`config.mk`:
```
export PLATFORM = sky130hd
export DESIGN_NAME = fifo_sync_ctl
export DESIGN_NICKNAME = d
export VERILOG_FILES = /design/src/rtl/fifo_sync_ctl.sv
export SDC_FILE = /design/constraint.sdc
export NUM_CORES = 1
export LEC_CHECK = 0
export CORE_MARGIN = 2
export CORE_UTILIZATION = 60
export CTS_CLUSTER_SIZE = 8
export DETAILED_ROUTE_END_ITERATION = 10
export DONT_BUFFER_PORTS = 1
export GPL_TIMING_DRIVEN = 0
export PLACE_DENSITY = 0.83
export RECOVER_POWER = 100
export SLEW_MARGIN = 20
export SYNTH_ARGS = -nofsm -noshare
export SYNTH_HDL_FRONTEND = slang
export SYNTH_SLANG_ARGS = --single-unit
export TNS_END_PERCENT = 1
```
`constraint.sdc`:
```
create_clock -name clk -period 4.7 [get_ports clk]
set_input_delay 0.94 -clock clk [delete_from_list [all_inputs] [get_ports clk]]
set_output_delay 0.94 -clock clk [all_outputs]
set_load 0.05 [all_outputs]
```
`src/rtl/fifo_sync_ctl.sv`:
```
// fifo_sync_ctl: single-clock FIFO with standard/FWFT read, almost flags, sticky errors and flush
module fifo_sync_ctl #(
  parameter int WIDTH      = 8,
  parameter int DEPTH      = 16,
  parameter int FWFT       = 0,
  parameter int AFULL_LVL  = 14,
  parameter int AEMPTY_LVL = 2
) (
  input  logic                       clk,
  input  logic                       rst_n,
  input  logic                       flush,
  input  logic                       clr_err,
  input  logic                       wr_en,
  input  logic [WIDTH-1:0]           wr_data,
  output logic                       full,
  output logic                       almost_full,
  output logic                       overflow,
  input  logic                       rd_en,
  output logic [WIDTH-1:0]           rd_data,
  output logic                       rd_valid,
  output logic                       empty,
  output logic                       almost_empty,
  output logic                       underflow,
  output logic [$clog2(DEPTH):0]     used
);
  localparam int AW = $clog2(DEPTH);
  localparam logic [AW:0] FULL_CNT = (AW+1)'(DEPTH);
  localparam logic [AW:0] AF_CNT = (AW+1)'(AFULL_LVL);
  localparam logic [AW:0] AE_CNT = (AW+1)'(AEMPTY_LVL);
  if (WIDTH < 1 || DEPTH < 4 || (DEPTH & (DEPTH - 1)) != 0 || (FWFT != 0 && FWFT != 1) ||
      AFULL_LVL < 1 || AFULL_LVL > DEPTH || AEMPTY_LVL < 0 || AEMPTY_LVL > DEPTH - 1) begin : g_bad_param
    $error("fifo_sync_ctl: illegal parameter value");
  end
  logic [WIDTH-1:0] mem_q [DEPTH];
  logic [AW:0] wr_ptr_q, wr_ptr_d, rd_ptr_q, rd_ptr_d;
  logic [WIDTH-1:0] rd_data_q, rd_data_d;
  logic rd_valid_q, rd_valid_d, overflow_q, overflow_d, underflow_q, underflow_d;
  logic wr_acc, rd_acc;
  // Pointers carry a wrap bit, so their difference is the exact count 0..DEPTH.
  assign used         = wr_ptr_q - rd_ptr_q;
  assign full         = used == FULL_CNT;
  assign empty        = used == '0;
  assign almost_full  = used >= AF_CNT;
  assign almost_empty = used <= AE_CNT;
  assign overflow     = overflow_q;
  assign underflow    = underflow_q;
  // FWFT presents the head straight from storage; zero when empty keeps reset/flush at 0.
  assign rd_data      = (FWFT != 0) ? (empty ? '0 : mem_q[rd_ptr_q[AW-1:0]]) : rd_data_q;
  assign rd_valid     = (FWFT != 0) ? !empty : rd_valid_q;
  always_comb begin
    wr_acc      = wr_en && !full && !flush;
    rd_acc      = rd_en && !empty && !flush;
    wr_ptr_d    = flush ? '0 : wr_ptr_q + (AW+1)'(wr_acc);
    rd_ptr_d    = flush ? '0 : rd_ptr_q + (AW+1)'(rd_acc);
    rd_data_d   = flush ? '0 : rd_acc ? mem_q[rd_ptr_q[AW-1:0]] : rd_data_q;
    rd_valid_d  = rd_acc;
    overflow_d  = (wr_en && full && !flush) || (overflow_q && !clr_err);
    underflow_d = (rd_en && empty && !flush) || (underflow_q && !clr_err);
  end
  always_ff @(posedge clk or negedge rst_n) begin
    if (!rst_n) begin
      wr_ptr_q    <= '0;
      rd_ptr_q    <= '0;
      rd_data_q   <= '0;
      rd_valid_q  <= 1'b0;
      overflow_q  <= 1'b0;
      underflow_q <= 1'b0;
    end else begin
      wr_ptr_q    <= wr_ptr_d;
      rd_ptr_q    <= rd_ptr_d;
      rd_data_q   <= rd_data_d;
      rd_valid_q  <= rd_valid_d;
      overflow_q  <= overflow_d;
      underflow_q <= underflow_d;
    end
  end
  always_ff @(posedge clk) begin
    if (wr_acc) mem_q[wr_ptr_q[AW-1:0]] <= wr_data;
  end
endmodule
```
==> out/metrics.cfg <==
[sta]
slew_headroom_pct = 7.176
setup_ws_ns = 0.2630
slew_viol_final = 0
timing_hold_violations_final = 0
setup_violations = 0
finClkSkew_ns = 0.007596
tightest_slew_ns = 1.382
post-route-min-period_ns = 4.437
hold_slack_ns = 0.09940
tns_ns = 0
timing.final.crit_share_pct = 94.40
rsz0062_at_grt = no
fmax_ghz = 0.2254

[routing]
viasPerCell = 6.405
postRouteAntennaNets = 0
firstDrtPassIters = 6
first_iter_violations = 411
vias = 3228
wl_per_cell_um = 26.66
routed_wirelength_um = 13440
drc = 0

[place]
post-place-ws_ns = 0.2134
hpwl_um = 7963
dp_cells = 469
portBuffers = 0
gp_congestion = 0.7534
dpl_cell_area_mm2 = 0.006543

[clocking]
cts_buffer_depth = 2
cts-root-buf = clkbuf_8
clk_latency_ns = 0.53
cts.sinks = 149
cts_tree = done
htreeDepth = 4
cts_hold_buf = 0
clkSlewWorstSetupHoldPaths_ns = 0.07
numCtsBuffers = 17

[floorplan]
die_y_um = 105.5
pin_count = 34
start_util_pct = 60.74
die_w_um = 105.5
fp-row-count = 37
coreArea_mm2 = 0.01018
dieArea_mm2 = 0.01114

[critical_path]
crit_required_ns = 3.76
end_kind = primary output
critPathLaunchType = flip-flop
critPathKind = flip-flop to primary output
r2r_end = wr_ptr_q[4]$_DFF_PN0_
r2r_start = rd_ptr_q[2]$_DFF_PN0_
r2r_cells = 16
crit_fanout = 10
ff2ff_setup_slack_ns = 0.51
arrival_ns = 3.50

[grt]
grt_pass1_wl_um = 20420
grt_pass1_vias = 3460
antenna_found_initial = 0
grt_overflow = 0
track_usage_pct = 26.37
grt_max_degree = 22

[logic_synthesis]
yosysMostFrequentCell = edfxtp_1
yosysWarnings = 0
synth_cell_types = 35
synth_flop_cell = edfxtp_1
synth_nets = 342
yosysTopAreaCell = edfxtp_1
yosys_register_bits = 149
synth_top_area_share_pct = 62.14
ys_top_cells_by_count = edfxtp_1, mux4_2, dfrtp_1, mux4_1
async_flop_share_pct = 14.09
syn_area_per_cell_um2 = 19.39
ys_seq_area_share_pct = 70.63
synth_area_mm2 = 0.006186
netlist_instances = 319
synth-edff-count = 128
synth_area_leaders = edfxtp_1, dfrtp_1, mux4_2

[cells_and_area]
antenna_cells = 0
nets = 378
area_growth_pct = 14.10
final_cells = 504
stdcell_area_mm2 = 0.007058
drive_gt1_share_pct = 19.29

[hold_path]
hold_path_class = primary input to asynchronous set/reset pin

[power_and_ir_drop]
power_density_mw_per_mm2 = 513.7
ir_worst_vdd_v = 0.0003710
p_leak_nw = 2.394

[run]
drv_cap = 0

[run_status]
status = finished clean

[per-stage QoR]
stage / power [mW] / util, %
3_3_place_gp: 2.216 / 62.41
2_1_floorplan: 2.139 / -
6_report: 3.625 / 69.30
4_1_cts: 3.630 / 70.20
3_5_place_dp: 2.254 / 64.24
5_1_grt: 3.732 / 69.30
[cells in the final DEF (no fill, tap or decap), drive strengths merged]
cell / instances
o22ai: 8
inv: 20
fa: 1
a32o: 2
a211oi: 1
nand2: 13
nor3: 10
or4: 1
clkbuf: 40
clkinvlp: 4
o31ai: 2
nor2: 13
nor2b: 5
o31a: 1
buf: 8
a21oi: 2
nor4: 6
dfrtp: 21
o311ai: 1
clkinv: 12
ha: 8
xnor2: 4
nand2b: 4
edfxtp: 128
xor2: 6
nand3: 5
mux4: 40
bufinv: 2
[state kept, by name, indices dropped and copies added (netlist names)]
register	count
overflow	1
rd_ptr_q	5
mem_q	128
rd_valid	1
underflow	1
wr_ptr_q	5
rd_data	8
[where the power goes]
| part | switching (mW) | internal, mW |
|---|---|---|
| clock | 0.583 | 0.782 |
| sequential | 0.134 | 1.48 |
| combinational | 0.407 | 0.240 |
| total | 1.12 | 2.50 |
[layout make-up]
class | count | area [um2]
multi-input cells | 133 | 1637
fillers | 621 | 3127
well taps | 136 | 170.2
flip-flops and latches | 149 | 4369
inverters | 23 | 90.09
plain buffers | 14 | 113.9
repair buffers | 17 | 71.32
clock buffers | 17 | 414.1
clock inverters | 15 | 192.7
[what timing repair did]
item	in CTS	in global routing
resized for setup	0	3
buffers inserted	0	3
setup endpoints to repair	0	6
[critical path, stage by stage, from the launching register on]
cell        delay [ns]
dfrtp_1           0.31
buf_2             0.27
clkbuf_1          0.51
inv_1             0.10
ha_1              0.37
nor2_1            0.06
a21oi_1           0.21
xnor2_2           0.20
clkinvlp_4        0.43
nor3_1            0.26
buf_4             0.24
[how the worst max path moves through the flow]
stage | from | endpoint | slack (ns) | depth (start not counted)
after floorplan | rd_ptr_q[2]$_DFF_PN0_ | full | 0.40 | 9
after global placement | rd_ptr_q[2]$_DFF_PN0_ | full | -0.03 | 9
after detailed placement | rd_ptr_q[2]$_DFF_PN0_ | wr_ptr_q[4]$_DFF_PN0_ | 0.21 | 16
after CTS | rd_ptr_q[2]$_DFF_PN0_ | wr_ptr_q[4]$_DFF_PN0_ | 0.06 | 16
after global routing | rd_ptr_q[2]$_DFF_PN0_ | full | 0.1 | 10
final | rd_ptr_q[2]$_DFF_PN0_ | full | 0.26 | 10
[routing by layer]
metal	wire (um)	share of wire, %	up-vias	track usage (%)
li1	-	-	1358	-
met1	4797	36	1663	32.03
met2	7221	54	168	44.70
met3	883	6.6	39	6.184
met4	534	4.0	0	13.06
met5	0	0	-	0
[logic make-up after synthesis]
| kind of cell | count (synthesis) | share of synthesized area (%) |
|---|---|---|
| adder cells (fa/ha/maj) | 9 | 1.942 |
| XOR/XNOR | 10 | 1.659 |
| multiplexers | 40 | 15.66 |
| AND/OR/NAND/NOR | 57 | 4.430 |
| AO/OA/AOI/OAI | 17 | 2.448 |
| buffers and inverters | 37 | 3.236 |
| flip-flops | 149 | 70.63 |
Power figures use the tool's default switching activity.
